$ cat config.mk
export PLATFORM = sky130hd
export DESIGN_NAME = sample_readout_serializer
export DESIGN_NICKNAME = d
export VERILOG_FILES = /design/src/rtl/readout_pkg.sv /design/src/rtl/sample_sync_fifo.sv /design/src/rtl/sample_readout_serializer.sv
export SDC_FILE = /design/constraint.sdc
export NUM_CORES = 1
export LEC_CHECK = 0
export ABC_AREA = 1
export ABC_CLOCK_PERIOD_IN_PS = 7800
export CELL_PAD_IN_SITES_DETAIL_PLACEMENT = 1
export CELL_PAD_IN_SITES_GLOBAL_PLACEMENT = 1
export CORE_AREA = 2 2 105 127
export CTS_CLUSTER_DIAMETER = 80
export DETAILED_ROUTE_END_ITERATION = 6
export DIE_AREA = 0 0 107 129
export PLACE_DENSITY = 0.71
export SKIP_CTS_REPAIR_TIMING = 1
export SLEW_MARGIN = 20
export SYNTH_ARGS = -nofsm -noshare
export SYNTH_HDL_FRONTEND = slang
export SYNTH_SLANG_ARGS = --single-unit
export TNS_END_PERCENT = 20
$ cat constraint.sdc
create_clock -name clk -period 7.8 [get_ports clk]
set_clock_uncertainty 0.05 [all_clocks]
set_input_delay 2.34 -clock clk [delete_from_list [all_inputs] [get_ports clk]]
set_output_delay 2.34 -clock clk [all_outputs]
set_load 0.03 [all_outputs]
$ cat src/rtl/readout_pkg.sv
// readout_pkg: shared FSM state type, tag width and frame-width helper (frame widens when SAMPLE_TAG_EN is defined)
package readout_pkg;
  typedef enum logic [1:0] {IDLE, SHIFT, GAP} state_t;
  localparam int TAG_W = 4;
  function automatic int frame_w(input int data_w);
`ifdef SAMPLE_TAG_EN
    return data_w + TAG_W;
`else
    return data_w;
`endif
  endfunction
endpackage

$ cat src/rtl/sample_sync_fifo.sv
// sample_sync_fifo: synchronous FIFO; ports clk, rst, push, pop, wr_data in; rd_data (combinational head), count, full, empty out; a push while full is accepted only alongside a pop
module sample_sync_fifo #(
  parameter int W = 12,
  parameter int DEPTH = 8
) (
  input  logic                   clk,
  input  logic                   rst,
  input  logic                   push,
  input  logic                   pop,
  input  logic [W-1:0]           wr_data,
  output logic [W-1:0]           rd_data,
  output logic [$clog2(DEPTH):0] count,
  output logic                   full,
  output logic                   empty
);
  localparam int AW = $clog2(DEPTH);
  logic [W-1:0] mem [DEPTH];
  logic [AW-1:0] wr_ptr, rd_ptr;
  logic wr_en, rd_en;
  assign full = count == (AW+1)'(DEPTH);
  assign empty = count == '0;
  assign rd_en = pop && !empty;
  assign wr_en = push && (!full || rd_en);
  assign rd_data = mem[rd_ptr];
  always_ff @(posedge clk)
    if (wr_en) mem[wr_ptr] <= wr_data;
  always_ff @(posedge clk) begin
    if (rst) begin
      wr_ptr <= '0;
      rd_ptr <= '0;
      count <= '0;
    end else begin
      wr_ptr <= wr_ptr + AW'(wr_en);
      rd_ptr <= rd_ptr + AW'(rd_en);
      count <= count + (AW+1)'(wr_en) - (AW+1)'(rd_en);
    end
  end
endmodule

$ cat src/rtl/sample_readout_serializer.sv
// sample_readout_serializer: buffers filter samples (clk, rst, data_in, new_data, enable, clr_ovf in) and sends them as framed MSB-first serial words (sclk_out, sdo, frame, fifo_count, overflow out); SAMPLE_TAG_EN prepends a 4-bit sequence tag
module sample_readout_serializer
  import readout_pkg::*;
#(
  parameter int DATA_W = 12,
  parameter int DEPTH = 8,
  parameter int CLK_DIV = 4
) (
  input  logic                   clk,
  input  logic                   rst,
  input  logic [DATA_W-1:0]      data_in,
  input  logic                   new_data,
  input  logic                   enable,
  input  logic                   clr_ovf,
  output logic                   sclk_out,
  output logic                   sdo,
  output logic                   frame,
  output logic [$clog2(DEPTH):0] fifo_count,
  output logic                   overflow
);
  localparam int FRAME_W = frame_w(DATA_W);
  localparam int BW = $clog2(FRAME_W);
  localparam int PW = $clog2(CLK_DIV);
  localparam logic [PW-1:0] PH_LAST = PW'(CLK_DIV - 1);
  localparam logic [PW-1:0] PH_HALF = PW'(CLK_DIV / 2 - 1);
  localparam logic [BW-1:0] BIT_LAST = BW'(FRAME_W - 1);
  state_t state;
  logic [FRAME_W-1:0] wr_data, rd_data, sreg;
  logic [BW-1:0] bit_cnt;
  logic [PW-1:0] phase;
  logic full, empty, pop, drop;
  assign pop = state == IDLE && enable && !empty;
  assign drop = new_data && full && !pop;
`ifdef SAMPLE_TAG_EN
  logic [TAG_W-1:0] seq;
  always_ff @(posedge clk)
    if (rst) seq <= '0;
    else if (new_data) seq <= seq + 1'b1;
  assign wr_data = {seq, data_in};
`else
  assign wr_data = data_in;
`endif
  sample_sync_fifo #(.W(FRAME_W), .DEPTH(DEPTH)) fifo (
    .clk(clk), .rst(rst), .push(new_data), .pop(pop), .wr_data(wr_data),
    .rd_data(rd_data), .count(fifo_count), .full(full), .empty(empty)
  );
  // sreg holds the bits still to be sent; outputs are registered one cycle ahead of the phase they describe
  always_ff @(posedge clk) begin
    if (rst) begin
      state <= IDLE;
      sreg <= '0;
      bit_cnt <= '0;
      phase <= '0;
      sclk_out <= 1'b0;
      sdo <= 1'b0;
      frame <= 1'b0;
      overflow <= 1'b0;
    end else begin
      overflow <= drop ? 1'b1 : clr_ovf ? 1'b0 : overflow;
      case (state)
        IDLE:
          if (pop) begin
            state <= SHIFT;
            sreg <= rd_data << 1;
            sdo <= rd_data[FRAME_W-1];
            frame <= 1'b1;
            bit_cnt <= '0;
            phase <= '0;
            sclk_out <= 1'b0;
          end
        SHIFT:
          if (phase != PH_LAST) begin
            phase <= phase + 1'b1;
            sclk_out <= phase >= PH_HALF;
          end else if (bit_cnt == BIT_LAST) begin
            state <= GAP;
            phase <= '0;
            sclk_out <= 1'b0;
            sdo <= 1'b0;
            frame <= 1'b0;
          end else begin
            bit_cnt <= bit_cnt + 1'b1;
            phase <= '0;
            sclk_out <= 1'b0;
            sdo <= sreg[FRAME_W-1];
            sreg <= sreg << 1;
          end
        GAP: begin
          phase <= phase == PH_LAST ? '0 : phase + 1'b1;
          state <= phase == PH_LAST ? IDLE : GAP;
        end
        default: state <= IDLE;
      endcase
    end
  end
endmodule

==> summary.md, run 1 <==
| Metric | Value |
|---|---|
| Status | completed |
| Area grow syn2layout | 17.0% |
| Area of the multi-input gates | 0.00178 mm² |
| Vias in the first global route | 4063 |
| Diodes inserted | 0 |
| Die width | 107 µm |
| Mapped Area | 0.00554 mm² |
| Worst Max-Slew Pin Slew | 0.957 ns |
| Crit. End Element | flip-flop |
| Max Fclk | 230 MHz |
| Routed vias/inst | 5.29 |
| Gate Count Post-Synth | 544 |
| H-Tree Depth | 4 |
| FF+latch area | 0.00354 mm² |
| Grt ovf | 0 |
| Required @ worst endpoint | 7.78 ns |
| LEAKAGE | 0.00246 µW |
| Crit Path Max Fanout | 12 |
| PortBufs | 24 |
| Clk buf depth | 2 |
| Crit path max-delay family | simple AND/OR/NAND/NOR gates |
| VDD IR max | 0.132 mV |
| Slew margin rel. | 35.9% |
| Core area | 0.0126 mm² |
| Endpoints failing hold | 0 |
| Period utilization | 55.7% |
| Die footprint | 0.0138 mm² |
| Skew-Pair Late Insertion Delay | 0.41 ns |
| Antenna violations before repair | 0 |
| CP Buf/Inv Count | 2 |
| # rows | 45 |
| RSZ-0062 raised after global routing | no |
| Fin nets | 601 |
| Number of library cell types mapped by synthesis | 24 |
| Worst slack at placement | 3.00 ns |
| Hold path depth | 2 |
| Leading cell types in the layout, fill and taps excluded | 152 x nand2_1, 96 x edfxtp_1, 85 x nand3_1 |
| Final Util | 51.7% |
| Crit. path cell count | 7 |
| Fill cell count | 1394 |
| DIE HEIGHT | 129 µm |
| Worst hold slack | 0.415 ns |
| Seq/Total Area, Yosys | 63.9% |
| Worst Setup Slack, final | 3.46 ns |
| Fin. max-slew vios | 0 |
| Initial core utilization | 44.2% |
| Syn Area/Cell | 10.2 µm² |
| DR DRC count | 0 |
| Setup tns final | 0 ns |
| Design Area, Final | 0.00649 mm² |
| Share of layout cells above drive strength 1 | 9.67% |
| CTS sink cnt | 129 |
| FF-to-FF path depth | 8 |
| Worst path slowest cell | nor3_2 |
| Cell mode on critical path | nand2_1 |
| Pwr dens | 360 mW/mm² |
| Commonest non-fill, non-tap cell in the layout | nand2_1 |
| Initial DRC Count | 235 |
| WP data arrival | 4.32 ns |
| CP Cell Sequence | clkdlybuf4s50_1 > nand2_1 > inv_1 > nand2_1 > nand2_1 > nand2_1 > nor3_2 |
| Area after DPL | 0.00594 mm² |
| I/O Pins | 25 |
| Crit path time final | 4.34 ns |
| Syn Nets | 579 |
| Crit Path Category | input port to flip-flop |
| Hold Crit Class | flip-flop to flip-flop |
| Synthesis-stage register bit count | 129 |
| Yosys warning count | 0 |
| Reg clk slew, reported paths | 0.06 ns |
| Hpwl dp | 9.45 mm |
| GRT Total Usage | 21.9% |
| First-pass GRT wire length | 21.9 mm |
| Final setup viols | 0 |
| DRT antenna net count | 0 |
| Vias | 3929 |
| Total Wirelength | 14.1 mm |
| Largest net degree at the start of global routing | 51 |
| CTS tree | done |
| Gpl congestion | 0.866 |
| Max incr delay on CP | 0.84 ns |
| Max-Cap Viols | 0 |
| CP startpoint kind | input port |
| Routed len/inst | 19.0 µm |
| Clock Tree Root | clkbuf_16 |
| Num CTS Buffers | 17 |
| First-pass detailed-route iteration total | 4 |
## tightest hold or removal path: cells and delay by family (launching register included)
| family | cells | cell delay [ns] |
|---|---|---|
| AND/OR/NAND/NOR | 1 | 0.06 |
| AO/OA/AOI/OAI | 1 | 0.05 |
| flip-flops | 1 | 0.31 |
## layer usage
metal	vias up	global-route usage [%]	part of all wire (%)
li1	1883	-	-
met1	1949	26.8	42
met2	75	38.1	52
met3	22	4.41	3.4
met4	0	8.63	2.3
met5	-	0	0
## through the flow
step	total power (µW)	instances
after floorplan	1420	544
after global placement	1590	711
after detailed placement	1620	711
after CTS	2350	743
after global routing	2490	743
final	2330	743
## final timing paths
kind              startpoint             end  slack, ns
setup / recovery      enable  fifo.mem[0][7]       3.46
hold / removal         frame           frame       0.42
setup reg to reg    state[0]  fifo.mem[0][7]       5.12
hold reg to reg        frame           frame       0.42
## final cells by class
| cell class | instances | share of cell area [%] |
|---|---|---|
| Clock buffer | 18 | 6.62 |
| Clock inverter | 14 | 1.83 |
| Inverter | 36 | 2.12 |
| Multi-Input combinational cell | 354 | 27.5 |
| Sequential cell | 129 | 54.6 |
| Tap cell | 164 | 3.16 |
| Timing Repair Buffer | 28 | 4.17 |
## synthesized netlist by cell type
master,number,area share [%]
o21ai_0,9,0.81
ha_1,17,3.8
buf_1,1,0.068
buf_6,2,0.41
clkbuf_1,13,0.88
nor3_1,10,0.90
nand4_1,2,0.23
dfxtp_1,33,12
buf_2,9,0.81
nor2_1,37,2.5
or2_4,1,0.16
edfxtp_1,96,52
nor3b_1,1,0.14
inv_1,35,2.4
a21oi_1,22,2.0
a21oi_2,5,0.79
xnor2_1,2,0.32
nand2_4,2,0.41
inv_4,1,0.11
xor2_1,3,0.47
fa_1,1,0.36
nand2_1,152,10
nand3_1,85,7.7
nor2_2,5,0.56
## report_power, final
group	leakage [µW]	total, µW	switching (µW)	internal, µW
sequential	0.00114	870	45.1	825
combinational	0.00106	733	502	231
clock	0.000259	730	295	435
total	0.00246	2330	842	1490
## flip-flops by register name, indices dropped and copies added, names as in the netlist
register	cells
phase	2
fifo.wr_ptr	3
frame	1
fifo.count	4
sreg	11
sclk_out	1
fifo.mem	96
sdo	1
state	2
bit_cnt	4
fifo.rd_ptr	3
overflow	1
## cell families after synthesis
kind of cell             count (synthesis)  synth area share [%]
flip-flops                             129                  63.9
AND/OR/NAND/NOR                        295                  22.9
XOR/XNOR                                 5                 0.790
buffers and inverters                   61                  4.65
AO/OA/AOI/OAI                           36                  3.59
adder cells (fa/ha/maj)                 18                  4.20
(Power assumes the default switching activity.)
==> run 2, diff against run 1 <==
--- a/config.mk
+++ b/config.mk
@@ -6,7 +6,7 @@
 export NUM_CORES = 1
 export LEC_CHECK = 0
 export ABC_AREA = 1
-export ABC_CLOCK_PERIOD_IN_PS = 7800
+export ABC_CLOCK_PERIOD_IN_PS = 4300
 export CELL_PAD_IN_SITES_DETAIL_PLACEMENT = 1
 export CELL_PAD_IN_SITES_GLOBAL_PLACEMENT = 1
 export CORE_AREA = 2 2 105 127
==> constraint.sdc (replaced) <==
create_clock -name clk -period 4.3 [get_ports clk]
set_clock_uncertainty 0.05 [all_clocks]
set_input_delay 1.29 -clock clk [delete_from_list [all_inputs] [get_ports clk]]
set_output_delay 1.29 -clock clk [all_outputs]
set_load 0.03 [all_outputs]
==> run 2 against run 1 <==
Compared with the run above: hold slack got worse by 0.00095 ns; sequential cell count unchanged; utilization increased by 1.2 points; critical path depth is 5 higher; via count fell by 0.48%; cell area up 2.3%; cell count increased by 1.1%; highest routed layer unchanged; non-clock buffer count is 8 higher; total power increased by 93%; count of clock-buffer cells in the layout down 1; clock power up 110%; sequential power increased by 85%.
==> summary.md, run 2 (synthesized netlist as in run 1, its figures left out) <==
| Metric | Value |
|---|---|
| Worst Max-Slew Pin Slew | 0.922 ns |
| Largest Register | fifo.mem |
| RSZ-0062 raised after global routing | no |
| Fin. max-slew vios | 0 |
| DR DRC count | 0 |
| Skew-Pair Late Insertion Delay | 0.42 ns |
| Reg clk slew, reported paths | 0.06 ns |
| Fin nets | 609 |
| Final setup viols | 0 |
| Max Fclk | 317 MHz |
| Clock Tree Root | clkbuf_16 |
| Area after DPL | 0.00600 mm² |
| Worst Hold Path EP | overflow |
| Vias | 3910 |
| Worst hold slack | 0.414 ns |
| Slew margin rel. | 38.5% |
| Crit Path Category | input port to flip-flop |
| Top flop regs | fifo.mem x96, sreg x11 |
| Pwr dens | 677 mW/mm² |
| Hpwl dp | 8.12 mm |
| LEAKAGE | 0.00256 µW |
| Endpoints failing hold | 0 |
| Fill cell count | 1396 |
| Area grow syn2layout | 19.7% |
| Antenna violations before repair | 0 |
| Met2 WL | 7.26 mm |
| H-Tree Depth | 4 |
| DR top layer | met4 |
| Max-Cap Viols | 0 |
| Required @ worst endpoint | 4.55 ns |
| # rows | 45 |
| First-pass GRT wire length | 21.9 mm |
| DIE HEIGHT | 129 µm |
| Clk buf depth | 2 |
| Crit path time final | 3.15 ns |
| WL met3 | 407 µm |
| DRT antenna net count | 0 |
| Crit Reg-Reg Startpoint | state[0] |
| Die footprint | 0.0138 mm² |
| Routed len/inst | 18.1 µm |
| PortBufs | 24 |
| Vias in the first global route | 4163 |
| Initial core utilization | 44.2% |
| Commonest non-fill, non-tap cell in the layout | nand2_1 |
| Total Wirelength | 13.6 mm |
| Diodes inserted | 0 |
| Number of flip-flops in the largest register | 96 |
| Share of layout cells above drive strength 1 | 10.7% |
| I/O Pins | 25 |
| Largest net degree at the start of global routing | 49 |
| Register-to-register setup slack | 1.71 ns |
| CTS tree | done |
| Hold path depth | 2 |
| Period utilization | 73.3% |
| First-pass detailed-route iteration total | 4 |
| R2r endpoint | fifo.count[1] |
| Min-delay src | overflow |
| Initial DRC Count | 288 |
| CP startpoint kind | input port |
| Die width | 107 µm |
| FF-to-FF path depth | 12 |
| Leading cell types in the layout, fill and taps excluded | 152 x nand2_1, 96 x edfxtp_1, 85 x nand3_1 |
| Gpl congestion | 0.771 |
| Status | completed |
| Routed vias/inst | 5.21 |
| Met1 WL | 5.58 mm |
| Hold Crit Class | flip-flop to flip-flop |
| GRT Total Usage | 21.5% |
| Design Area, Final | 0.00664 mm² |
| Num CTS Buffers | 17 |
| VDD IR max | 0.392 mV |
| Crit Path Max Fanout | 9 |
| WP data arrival | 3.41 ns |
| Crit. End Element | flip-flop |
| Core area | 0.0126 mm² |
| CTS sink cnt | 129 |
| Setup tns final | 0 ns |
| Grt ovf | 0 |
run 2: cell types whose count changed in the layout (fill, tap and decap cells not counted), sizes merged:
cell | previous run | this run
buf | 4 | 12
bufinv | 1 | 5
clkbuf | 18 | 17
clkinv | 9 | 7
clkinvlp | 4 | 1
inv | 36 | 38
run 2: worst max-delay path by stage:
stage	to	cells past startpoint	from	slack [ns]
2_1_floorplan	fifo.mem[6][0]	6	enable	1.24
3_3_place_gp	fifo.count[2]	12	enable	0.82
3_5_place_dp	fifo.count[2]	12	enable	0.73
4_1_cts	fifo.count[2]	12	enable	1.16
5_1_grt	fifo.count[2]	12	enable	0.98
6_report	fifo.count[2]	12	enable	1.15
run 2: layout make-up:
cell class / instances / area [µm²] / area share [%]
Sequential cell: 129 / 3540 / 53.4
Multi-Input combinational cell: 354 / 1780 / 26.9
Clock buffer: 17 / 425 / 6.41
Timing Repair Buffer: 36 / 330 / 4.98
Clock inverter: 15 / 214 / 3.22
Tap cell: 164 / 205 / 3.09
Inverter: 36 / 138 / 2.07
run 2: worst max-delay path: stages:
cell	delay (ns)
clkdlybuf4s50_1	0.46
nand2_1	0.05
inv_1	0.05
nand2_1	0.16
nand2_1	0.10
nand2_1	0.29
inv_1	0.19
ha_1	0.19
inv_1	0.06
fa_1	0.37
xor2_1	0.14
nor2_1	0.05
run 2: routing by layer:
| metal | track usage [%] | vias to the layer above |
|---|---|---|
| li1 | - | 1892 |
| met1 | 25.1 | 1931 |
| met2 | 38.0 | 62 |
| met3 | 4.20 | 25 |
| met4 | 9.85 | 0 |
| met5 | 0 | - |
run 2: stage by stage:
step,cells,util [%],setup WS (ns),power [µW]
4_1_cts,751,52.9,1.16,4540
5_1_grt,751,52.9,0.980,4790
3_3_place_gp,719,47.8,0.822,2890
6_report,751,52.9,1.15,4490
2_1_floorplan,544,-,1.24,2570
3_5_place_dp,719,47.8,0.732,2960
run 2: power breakdown:
part	total (µW)	switching [µW]	leakage (µW)	internal, µW
logic	1320	895	0.00111	429
registers	1610	115	0.00114	1500
clock network	1560	535	0.000310	1020
==> run 3, diff against run 2 <==
--- a/config.mk
+++ b/config.mk
@@ -6,13 +6,13 @@
 export NUM_CORES = 1
 export LEC_CHECK = 0
 export ABC_AREA = 1
-export ABC_CLOCK_PERIOD_IN_PS = 4300
+export ABC_CLOCK_PERIOD_IN_PS = 2700
 export CELL_PAD_IN_SITES_DETAIL_PLACEMENT = 1
 export CELL_PAD_IN_SITES_GLOBAL_PLACEMENT = 1
-export CORE_AREA = 2 2 105 127
+export CORE_AREA = 2 2 107 130
 export CTS_CLUSTER_DIAMETER = 80
 export DETAILED_ROUTE_END_ITERATION = 6
-export DIE_AREA = 0 0 107 129
+export DIE_AREA = 0 0 109 132
 export PLACE_DENSITY = 0.71
 export SKIP_CTS_REPAIR_TIMING = 1
 export SLEW_MARGIN = 20
==> constraint.sdc (replaced) <==
create_clock -name clk -period 2.7 [get_ports clk]
set_clock_uncertainty 0.05 [all_clocks]
set_input_delay 0.81 -clock clk [delete_from_list [all_inputs] [get_ports clk]]
set_output_delay 0.81 -clock clk [all_outputs]
set_load 0.03 [all_outputs]
==> run 3 against run 2 <==
Compared with the run above: non-clock buffer count up 5; sequential cell count unchanged; critical path type is now flip-flop to primary output; largest cell class unchanged; via count up 1.2%; sequential share of layout area down 0.63 points; critical path depth down 11; routed wire length down 2.8%; clock power up 42%.
==> summary.md, run 3 (synthesized netlist as in run 1, its figures left out) <==
| Metric | Value |
|---|---|
| Status | completed |
| # rows | 46 |
| Diodes inserted | 0 |
| CP Cell Sequence | clkdlybuf4s50_1 |
| Antenna violations before repair | 0 |
| Endpoints failing hold | 0 |
| Non-filler cells, final | 760 |
| CTS tree | done |
| Skew-Pair Late Insertion Delay | 0.42 ns |
| Routed len/inst | 17.4 µm |
| Crit. path cell count | 1 |
| Required @ worst endpoint | 1.84 ns |
| I/O Pins | 25 |
| Die footprint | 0.0144 mm² |
| H-Tree Depth | 4 |
| Max-Cap Viols | 0 |
| DIE HEIGHT | 132 µm |
| LEAKAGE | 0.00258 µW |
| Largest net degree at the start of global routing | 50 |
| Crit Reg-Reg Startpoint | state[1] |
| Routed vias/inst | 5.21 |
| Slew margin rel. | 46.6% |
| Die width | 109 µm |
| Hpwl dp | 8.23 mm |
| Min-delay src | sreg[5] |
| Crit path time final | 2.47 ns |
| Share of layout cells above drive strength 1 | 10.8% |
| CP startpoint kind | flip-flop |
| WP data arrival | 1.61 ns |
| VDD IR max | 0.523 mV |
| Grt ovf | 0 |
| Commonest non-fill, non-tap cell in the layout | nand2_1 |
| Hold Crit Class | flip-flop to flip-flop |
| Worst Max-Slew Pin Slew | 0.801 ns |
| Leading cell types in the layout, fill and taps excluded | 152 x nand2_1, 96 x edfxtp_1, 85 x nand3_1 |
| Number of flip-flops in the largest register | 96 |
| Top flop regs | fifo.mem x96, sreg x11 |
| Worst Hold Path EP | sreg[5] |
| R2r endpoint | fifo.count[2] |
| Area grow syn2layout | 21.2% |
| Max incr delay on CP | 0.73 ns |
| Total Wirelength | 13.2 mm |
| Design Area, Final | 0.00672 mm² |
| Clock Tree Root | clkbuf_16 |
| Initial DRC Count | 252 |
| FF-to-FF path depth | 13 |
| RSZ-0062 raised after global routing | no |
| Gpl congestion | 0.762 |
| Period utilization | 91.4% |
| Crit. End Element | primary output |
| Reg clk slew, reported paths | 0.06 ns |
| Worst path slowest cell | clkdlybuf4s50_1 |
| Fin. max-slew vios | 0 |
| GRT Total Usage | 20.0% |
| Vias in the first global route | 4252 |
| DR DRC count | 0 |
| Cell count after placement | 728 |
| Final Util | 51.4% |
| Final setup viols | 0 |
| Area after DPL | 0.00614 mm² |
| Crit path max-delay family | buffers and inverters |
| CP Buf/Inv Count | 1 |
| First-pass GRT wire length | 21.4 mm |
| DRT antenna net count | 0 |
| Clk buf depth | 2 |
| Core area | 0.0131 mm² |
| Largest Register | fifo.mem |
| PortBufs | 24 |
| Fin nets | 614 |
| First-pass detailed-route iteration total | 4 |
| Initial core utilization | 42.4% |
| Hold path depth | 2 |
| CTS sink cnt | 129 |
| Register-to-register setup slack | 0.35 ns |
| Crit Path Max Fanout | 6 |
| Vias | 3957 |
| Max Fclk | 405 MHz |
| Num CTS Buffers | 17 |
| Pwr dens | 1040 mW/mm² |
| Crit Path Category | flip-flop to primary output |
==> run 3: how the worst max path moves through the flow <==
stage | startpoint | endpoint | slack, ns
global route | state[0] | fifo.count[2] | 0.17
CTS | fifo.count[1] | fifo_count[1] | 0.21
detailed placement | enable | fifo.count[2] | -0.12
global placement | enable | fifo.count[2] | -0.04
finish | fifo.count[1] | fifo_count[1] | 0.23
floorplan | enable | fifo.mem[6][0] | 0.12
==> run 3: final cells by class <==
cell class                      count  area, µm²
Sequential cell                   129       3540
Multi-Input combinational cell    354       1780
Timing Repair Buffer               41        468
Tap cell                          168        210
Inverter                           36        138
Fill cell                        1421       6350
Clock buffer                       28        529
Clock inverter                      4       46.3
==> run 3: layer usage <==
layer  GRT usage [%]  vias up  share of wire [%]
li1                -     1917                  -
met1            22.6     1952                 41
met2            35.1       69                 53
met3            5.19       19                3.9
met4            8.48        0                1.7
met5               0        -                  0
==> run 3: metrics by stage <==
stage               setup TNS, ns  hold WS (ns)  setup WS [ns]  power [µW]
finish                          0         0.420          0.232        6980
global route                    0         0.437          0.172        7400
CTS                             0         0.418          0.208        7030
detailed placement         -0.205         0.409         -0.124        4790
global placement          -0.0445         0.401        -0.0445        4670
floorplan                       0         0.393          0.116        4100
==> run 3: report_power, final <==
group / internal (µW) / switching, µW
clock: 1420 / 801
sequential: 2380 / 133
combinational: 742 / 1500
total: 4550 / 2430
